--- src/rtl/axi_ads124x_spi_arb_if.sv ---
// Signal bundle between the ADS124x requesters, the SPI byte engine and the
// transaction arbiter. The slave view is the arbiter; the master view is its environment.
interface axi_ads124x_spi_arb_if;
  logic        req0_valid;
  logic        req1_valid;
  logic        req0_ready;
  logic        req1_ready;
  logic [31:0] req0_data;
  logic [31:0] req1_data;
  logic [1:0]  req0_nbytes;
  logic [1:0]  req1_nbytes;
  logic        rsp0_valid;
  logic        rsp1_valid;
  logic [31:0] rsp_data;
  logic        rsp_err;
  logic [7:0]  spitx_axis_tdata;
  logic        spitx_axis_tvalid;
  logic        spitx_axis_tready;
  logic [7:0]  spirx_axis_tdata;
  logic        spirx_axis_tvalid;
  logic        spirx_axis_tready;
  logic        busy;
  logic        grant;

  modport slave (
    input  req0_valid, req1_valid, req0_data, req1_data, req0_nbytes, req1_nbytes,
    output req0_ready, req1_ready,
    output rsp0_valid, rsp1_valid, rsp_data, rsp_err,
    output spitx_axis_tdata, spitx_axis_tvalid,
    input  spitx_axis_tready,
    input  spirx_axis_tdata, spirx_axis_tvalid,
    output spirx_axis_tready,
    output busy, grant
  );

  modport master (
    output req0_valid, req1_valid, req0_data, req1_data, req0_nbytes, req1_nbytes,
    input  req0_ready, req1_ready,
    input  rsp0_valid, rsp1_valid, rsp_data, rsp_err,
    input  spitx_axis_tdata, spitx_axis_tvalid,
    output spitx_axis_tready,
    output spirx_axis_tdata, spirx_axis_tvalid,
    input  spirx_axis_tready,
    input  busy, grant
  );
endinterface

--- src/rtl/axi_ads124x_spi_arb.sv ---
// Shares one SPI byte engine between the auto-sampling sequencer (req0) and the
// O&M register path (req1), one 1-4 byte transaction at a time.
//
// state   | meaning
// IDLE    | no transaction; arbitrate and accept a request
// TX      | sending payload bytes MSB-first, RX bytes may already arrive
// WAIT_RX | all TX bytes sent, collecting the remaining RX bytes
// DONE    | one-cycle response strobe to the owner
module axi_ads124x_spi_arb #(
  parameter int C_TIMEOUT = 4096
) (
  input logic                  aclk,
  input logic                  areset,
  axi_ads124x_spi_arb_if.slave bus
);
  localparam int TW = $clog2(C_TIMEOUT);
  // Down-counter reload chosen so DONE lands C_TIMEOUT cycles after the last progress.
  localparam logic [TW-1:0] TMR_LOAD = TW'(C_TIMEOUT - 2);

  typedef enum logic [1:0] {IDLE, TX, WAIT_RX, DONE} state_t;

  state_t        state, state_nxt;
  logic          last_grant, owner, winner, accept, active;
  logic          tx_hs, tx_last, rx_byte, rx_last, timeout;
  logic [31:0]   payload, shift, shift_nxt, rsp_data_q;
  logic [1:0]    nbytes_q, tx_idx, rx_cnt;
  logic [TW-1:0] tmr;
  logic          err_q;

  assign winner    = (bus.req0_valid && bus.req1_valid) ? ~last_grant : bus.req1_valid;
  assign accept    = (state == IDLE) && (bus.req0_valid || bus.req1_valid);
  assign active    = (state == TX) || (state == WAIT_RX);
  assign tx_hs     = (state == TX) && bus.spitx_axis_tready;
  assign tx_last   = tx_hs && (tx_idx == 2'd0);
  assign rx_byte   = active && bus.spirx_axis_tvalid;
  assign rx_last   = rx_byte && (rx_cnt == nbytes_q);
  assign timeout   = active && !tx_hs && !rx_byte && (tmr == '0);
  assign shift_nxt = {shift[23:0], bus.spirx_axis_tdata};

  always_ff @(posedge aclk or posedge areset) begin
    if (areset) state <= IDLE;
    else        state <= state_nxt;
  end

  always_comb begin
    state_nxt = state;
    case (state)
      IDLE:    if (accept) state_nxt = TX;
      TX: begin
        if (rx_last || timeout) state_nxt = DONE;
        else if (tx_last)       state_nxt = WAIT_RX;
      end
      WAIT_RX: if (rx_last || timeout) state_nxt = DONE;
      DONE:    state_nxt = IDLE;
      default: state_nxt = IDLE;
    endcase
  end

  always_comb begin
    bus.req0_ready        = accept && !winner;
    bus.req1_ready        = accept && winner;
    bus.rsp0_valid        = (state == DONE) && !owner;
    bus.rsp1_valid        = (state == DONE) && owner;
    bus.spitx_axis_tvalid = (state == TX);
    bus.busy              = (state != IDLE);
  end

  always_ff @(posedge aclk or posedge areset) begin
    if (areset) begin
      last_grant <= 1'b1;
      owner      <= 1'b0;
      payload    <= '0;
      nbytes_q   <= '0;
      tx_idx     <= '0;
      rx_cnt     <= '0;
      shift      <= '0;
      tmr        <= TMR_LOAD;
      rsp_data_q <= '0;
      err_q      <= 1'b0;
    end else begin
      if (accept) begin
        last_grant <= winner;
        owner      <= winner;
        payload    <= winner ? bus.req1_data : bus.req0_data;
        nbytes_q   <= winner ? bus.req1_nbytes : bus.req0_nbytes;
        tx_idx     <= winner ? bus.req1_nbytes : bus.req0_nbytes;
        rx_cnt     <= '0;
        shift      <= '0;
        tmr        <= TMR_LOAD;
      end else begin
        if (tx_hs && (tx_idx != 2'd0)) tx_idx <= tx_idx - 2'd1;
        if (rx_byte) begin
          shift  <= shift_nxt;
          rx_cnt <= rx_cnt + 2'd1;
        end
        if (tx_hs || rx_byte)          tmr <= TMR_LOAD;
        else if (active && tmr != '0)  tmr <= tmr - TW'(1);
      end
      // Response is captured separately so it survives the next acceptance.
      if (rx_last || timeout) begin
        rsp_data_q <= rx_last ? shift_nxt : shift;
        err_q      <= timeout;
      end
    end
  end

  assign bus.spitx_axis_tdata  = payload[{tx_idx, 3'b000} +: 8];
  assign bus.spirx_axis_tready = 1'b1;
  assign bus.rsp_data          = rsp_data_q;
  assign bus.rsp_err           = err_q;
  assign bus.grant             = owner;
endmodule

--- src/flat_wrapper.sv ---
// flat-port wrapper written by rule: the top's interface ports become plain ports
module axi_ads124x_spi_arb_flat 
#(
  parameter int C_TIMEOUT = 4096
)
  (aclk, areset, bus_req0_valid, bus_req1_valid, bus_req0_data, bus_req1_data, bus_req0_nbytes, bus_req1_nbytes, bus_req0_ready, bus_req1_ready, bus_rsp0_valid, bus_rsp1_valid, bus_rsp_data, bus_rsp_err, bus_spitx_axis_tdata, bus_spitx_axis_tvalid, bus_spitx_axis_tready, bus_spirx_axis_tdata, bus_spirx_axis_tvalid, bus_spirx_axis_tready, bus_busy, bus_grant);
  axi_ads124x_spi_arb_if bus_i ();
  input logic aclk;
  input logic areset;
  input wire logic [$bits(bus_i.req0_valid)-1:0] bus_req0_valid;
  input wire logic [$bits(bus_i.req1_valid)-1:0] bus_req1_valid;
  input wire logic [$bits(bus_i.req0_data)-1:0] bus_req0_data;
  input wire logic [$bits(bus_i.req1_data)-1:0] bus_req1_data;
  input wire logic [$bits(bus_i.req0_nbytes)-1:0] bus_req0_nbytes;
  input wire logic [$bits(bus_i.req1_nbytes)-1:0] bus_req1_nbytes;
  output wire logic [$bits(bus_i.req0_ready)-1:0] bus_req0_ready;
  output wire logic [$bits(bus_i.req1_ready)-1:0] bus_req1_ready;
  output wire logic [$bits(bus_i.rsp0_valid)-1:0] bus_rsp0_valid;
  output wire logic [$bits(bus_i.rsp1_valid)-1:0] bus_rsp1_valid;
  output wire logic [$bits(bus_i.rsp_data)-1:0] bus_rsp_data;
  output wire logic [$bits(bus_i.rsp_err)-1:0] bus_rsp_err;
  output wire logic [$bits(bus_i.spitx_axis_tdata)-1:0] bus_spitx_axis_tdata;
  output wire logic [$bits(bus_i.spitx_axis_tvalid)-1:0] bus_spitx_axis_tvalid;
  input wire logic [$bits(bus_i.spitx_axis_tready)-1:0] bus_spitx_axis_tready;
  input wire logic [$bits(bus_i.spirx_axis_tdata)-1:0] bus_spirx_axis_tdata;
  input wire logic [$bits(bus_i.spirx_axis_tvalid)-1:0] bus_spirx_axis_tvalid;
  output wire logic [$bits(bus_i.spirx_axis_tready)-1:0] bus_spirx_axis_tready;
  output wire logic [$bits(bus_i.busy)-1:0] bus_busy;
  output wire logic [$bits(bus_i.grant)-1:0] bus_grant;
  assign bus_i.req0_valid = bus_req0_valid;
  assign bus_i.req1_valid = bus_req1_valid;
  assign bus_i.req0_data = bus_req0_data;
  assign bus_i.req1_data = bus_req1_data;
  assign bus_i.req0_nbytes = bus_req0_nbytes;
  assign bus_i.req1_nbytes = bus_req1_nbytes;
  assign bus_req0_ready = bus_i.req0_ready;
  assign bus_req1_ready = bus_i.req1_ready;
  assign bus_rsp0_valid = bus_i.rsp0_valid;
  assign bus_rsp1_valid = bus_i.rsp1_valid;
  assign bus_rsp_data = bus_i.rsp_data;
  assign bus_rsp_err = bus_i.rsp_err;
  assign bus_spitx_axis_tdata = bus_i.spitx_axis_tdata;
  assign bus_spitx_axis_tvalid = bus_i.spitx_axis_tvalid;
  assign bus_i.spitx_axis_tready = bus_spitx_axis_tready;
  assign bus_i.spirx_axis_tdata = bus_spirx_axis_tdata;
  assign bus_i.spirx_axis_tvalid = bus_spirx_axis_tvalid;
  assign bus_spirx_axis_tready = bus_i.spirx_axis_tready;
  assign bus_busy = bus_i.busy;
  assign bus_grant = bus_i.grant;
  axi_ads124x_spi_arb #(.C_TIMEOUT(C_TIMEOUT)) u_core (.aclk(aclk), .areset(areset), .bus(bus_i));
endmodule
--- config.mk ---
export PLATFORM = sky130hd
export DESIGN_NAME = axi_ads124x_spi_arb_flat
export DESIGN_NICKNAME = d
export VERILOG_FILES = /design/src/rtl/axi_ads124x_spi_arb_if.sv /design/src/rtl/axi_ads124x_spi_arb.sv /design/src/flat_wrapper.sv
export SDC_FILE = /design/constraint.sdc
export NUM_CORES = 1
export LEC_CHECK = 0
export CAP_MARGIN = 20
export CORE_UTILIZATION = 35
export CTS_CLUSTER_SIZE = 40
export DETAILED_ROUTE_END_ITERATION = 16
export SYNTH_ARGS = -nofsm -noshare
export SYNTH_HDL_FRONTEND = slang
export SYNTH_SLANG_ARGS = --single-unit
--- constraint.sdc ---
create_clock -name aclk -period 4 [get_ports aclk]
set_clock_uncertainty 0.2 [all_clocks]
set_input_delay 0.8 -clock aclk [delete_from_list [all_inputs] [get_ports aclk]]
set_output_delay 0.8 -clock aclk [all_outputs]
set_load 0.01 [all_outputs]
Yosys cells after proc, flatten, opt, wreduce, memory -nomap -nowiden
Index checks and enable logic that the tools add are counted.

storage, ports and cells
  register bits after elaboration = 119
  bits of input ports = 82
  logic and storage cells = 74

operators by class
  add/subtract/negate cells = 3
  shift operators = 1
  bitwise logic cells = 1
  reduce and logical (&&, ||, !) cells = 33
  equality and inequality tests = 7
  multiplexer cells = 18

operators by type and width
  operator               number
  $mux 32                4
  $mux 12                3
  $shiftx 32x6->8        1
  $mux 2                 9
  $logic_and 1x1->1      15
  $logic_not 12->1       1
  $reduce_bool 12->1     1
  $sub 12x1->12 const B  1
  $pmux 2 s4             1
  $reduce_bool 2->1      4
  $eq 2x2->1 const B     2
  $logic_not 1->1        4
  $logic_not 2->1        2
  $logic_or 1x1->1       4
  $ne 3x1->1 const B     1
  $reduce_and 3->1       1
  $reduce_bool 3->1      1
  $add 2x1->2 const B    1
  $eq 2x1->1 const B     1
  $eq 2x2->1             1
  $ne 2x1->1 const B     1
  $ne 2x2->1 const B     1
  $sub 2x1->2 const B    1
  $mux 1                 1
  $not 1->1              1

Longest topological paths before layout
  depth after elaboration = 9
  gate-level depth with buffers = 11
  gate-level depth less buffers = 7

Worst setup path before layout
No wires, ideal clock.

  kind = input to output
  from = input bus_req0_valid
  to = output bus_req0_ready
  data arrival time = 1595 ps
  path slack = 1405 ps
  path buffers = 1
  stages = 3
  cells stage by stage = nand2_1 a21oi_1 clkbuf_1

on the way
  cells in the longest elaborated chain, start to end = 4
  elaborated cells on any way between the ends = 6

ends and longest elaborated chain
  item                 RTL line                   text
  start, declared      flat_wrapper.sv:10         input wire logic [$bits(bus_i.req0_valid)-1:0] bus_req0_valid;
  $logic_and 1x1->1    axi_ads124x_spi_arb.sv:30  assign winner = (bus.req0_valid && bus.req1_valid) ? ~last_grant : bus.req1_valid;
  $mux 1               axi_ads124x_spi_arb.sv:30
  $logic_not 1->1      axi_ads124x_spi_arb.sv:60  bus.req0_ready = accept && !winner;
  $logic_and 1x1->1 *  axi_ads124x_spi_arb.sv:60
  end, declared        flat_wrapper.sv:16         output wire logic [$bits(bus_i.req0_ready)-1:0] bus_req0_ready;

Every way passes the cells marked *; elsewhere a longest branch is shown, timed or not.

Final worst setup path
  from = register u_core.tx_idx[0]
  to = output bus_spitx_axis_tdata[2]

on the way
  cells in the longest elaborated chain, start to end = 1

ends and longest elaborated chain
  item                    RTL line                    text
  start, declared         axi_ads124x_spi_arb.sv:26   logic [1:0] nbytes_q, tx_idx, rx_cnt;
  start signal, assigned  axi_ads124x_spi_arb.sv:86   tx_idx <= winner ? bus.req1_nbytes : bus.req0_nbytes;
  start signal, assigned  axi_ads124x_spi_arb.sv:91   if (tx_hs && (tx_idx != 2'd0)) tx_idx <= tx_idx - 2'd1;
  $shiftx 32x6->8         axi_ads124x_spi_arb.sv:107  assign bus.spitx_axis_tdata = payload[{tx_idx, 3'b000} +: 8];
  end, declared           flat_wrapper.sv:22          output wire logic [$bits(bus_i.spitx_axis_tdata)-1:0] bus_spitx_axis_tdata;

No other way between the ends.

==> results.ini <==
[outcome]
outcome=finished, final reports clean

[synthesis]
synth_most_common_cell=nand2_1
syn_area_per_cell_um2=10.4
ys_seq_area_share_pct=53.2
synth_area_um2=5630
netlist_instances=540
ys_warn_count=0
synth_cell_types=48
synthArstFlopShare_pct=100
ys_top_cells_by_count=nand2_1, dfrtp_1, inv_1
synth_area_leaders=dfrtp_1, nand2_1, a222oi_1
postSynthNetCount=631
synth_top_area_share_pct=47.6
ys_ff_latch=119
synth_edf_count=0
ys.flop_type=dfrtp_1
yosys.area.top_type=dfrtp_1

[routing]
viasPerCell=5.03
wirelength_um=14200
firstDrtPassIters=8
num_vias=4447
drt_iter0_markers=389
drt-wirelength-per-cell_um=16.1
ant_nets=0
remaining_drc_errors=0

[cells_and_area]
nFillCells=1421
area_growth_pct=36.8
layout-drive-gt1-share_pct=11.6
postLayoutCellArea_um2=7700
finalNetCount=751
fin_cells=884
diodes=0

[placement]
placed_cells=852
dp_hpwl_um=9270
place_area_um2=7090
place.gp.congestion=0.787
portBuffers=129

[cts]
cts_root_buffer=clkbuf_16
cts_sinks=119
cts_hold_buf=0
clkTransAtPathRegs_ns=0.05
tritoncts=built
cts_buffers=17
cts_setup_buffers=0
clockBufferDepth=2
post_cts_resized=0
cts-htree-levels=4
insertion_delay_ns=0.41

[sta]
finalMaxSlewViolations=0
maxSlewHeadroom_pct=27.8
post-route-period-util_pct=82.5
setup_tns_ns=0
setup_viol=0
min_period_ns=3.30
rsz0062_at_grt=false
finalHoldWorstSlack_ns=0.288
worstMarginPinSlew_ns=1.07
fmax_ghz=0.303
hold_viol_final=0

[critical_path]
critPathKind=flip-flop to output port
endpoint_kind=output port
arrival_ns=2.30
required_ns=3.00
worstSetupStartpointType=flip-flop
cp_max_fo=11

[pwr]
powerDensity_nw_per_um2=764
p_leak_nw=3.33
ir_worst_vdd_v=0.000354
finalPower_w=0.00589

[global_routing]
overflow=0
grt_pass1_vias=4373
antenna_found_initial=0
grt_pass1_wl_um=22900
gr-usage-all-layers_pct=18.2
grt_max_degree=120

[die]
rows=45
initial_core_util_pct=36.5
chipWidth_um=129
core_um2=15400
die_h_um=129
pin_count=131
die_area_um2=16600

[run]
maxCapViolations=0

[min_path]
hold_class=flip-flop to flip-flop

==> kinds of logic after synthesis <==
logic type,count (synthesis),synth area share (%)
xor gates and xnor gates,12,1.87
adders and majority gates,9,2.00
and+or+nand+nor,155,12.3
DFF,119,53.2
muxes,42,9.27
AOI/OAI and AO/OA,120,14.8
other,1,0.0666
buffers and inverters,82,6.58
==> cells in the final DEF (no fill, tap or decap), drive strengths merged, types with 2 or more instances in the layout <==
master,count
clkbuf,23
clkinvlp,2
xnor2,5
dfstp,12
nand3,5
clkinv,5
nor4,2
nor2,18
bufinv,3
and2,4
inv,44
mux2i,33
nand2,113
buf,9
mux4,8
and3,2
a221oi,2
clkdlybuf4s50,129
a21oi,38
ha,9
a222oi,34
o21ai,38
nand4,5
dfrtp,107
xor2,7
a21o,3
==> stage by stage <==
step | setup WS (ns) | utilization (%)
2_1_floorplan | 1.40 | -
3_3_place_gp | 0.885 | 46.0
3_5_place_dp | 0.839 | 46.0
4_1_cts | 0.670 | 49.9
5_1_grt | 0.625 | 49.9
6_report | 0.700 | 49.9
==> path summary, 6_finish.rpt <==
path	start	endpoint	slack, ns	depth (start not counted)
worst max-delay path	u_core.tx_idx[0]$_DFFE_PP0P_	bus_spitx_axis_tdata[2]	0.70	2
worst min-delay path	u_core.bus.rsp_err$_DFFE_PP0P_	u_core.bus.rsp_err$_DFFE_PP0P_	0.29	1
worst max register to register	u_core.state[0]$_DFFE_PP0P_	u_core.bus.rsp_data[0]$_DFFE_PP0P_	1.32	7
worst min register to register	u_core.bus.rsp_err$_DFFE_PP0P_	u_core.bus.rsp_err$_DFFE_PP0P_	0.29	1
max in group asynchronous	areset	u_core.shift[4]$_DFFE_PP0P_	2.39	3
min in group asynchronous	areset	u_core.payload[12]$_DFFE_PP0P_	0.70	3
==> registers in the layout, indices dropped and copies added, names as in the netlist <==
register             count
u_core.bus.rsp_data     32
u_core.tmr              12
u_core.bus.grant         1
u_core.bus.rsp_err       1
u_core.state             2
u_core.nbytes_q          2
u_core.last_grant        1
u_core.rx_cnt            2
u_core.payload          32
u_core.shift            32
u_core.tx_idx            2
==> critical path, cell delays in order (launching register included) <==
cell,delay (ns)
dfrtp_1,0.76
mux4_2,0.58
clkdlybuf4s50_1,0.54
==> area by class of cell <==
class / count / area, um^2 / share of cell area (%)
clock inverter: 9 / 123 / 1.59
multi-input combinational: 339 / 2280 / 29.6
tap: 211 / 264 / 3.43
timing repair buffer: 138 / 1380 / 18.0
sequential: 119 / 2990 / 38.8
inverter: 45 / 173 / 2.24
clock buffer: 23 / 488 / 6.33
==> layer usage <==
layer	routed length [um]	GRT usage, %	share of wire [%]	vias up
li1	-	-	-	2123
met1	6500	24.4	46	2180
met2	7010	29.0	49	131
met3	529	4.03	3.7	13
met4	185	6.37	1.3	0
met5	0	0	0	-
==> power by group <==
group	switching, W	total, W	leakage (nW)	internal (W)
registers	0.000385	0.00207	1.52	0.00169
logic	0.00115	0.00226	1.51	0.00111
clock network	0.000521	0.00156	0.303	0.00104
Note: power is estimated with default switching activity, not from simulation.
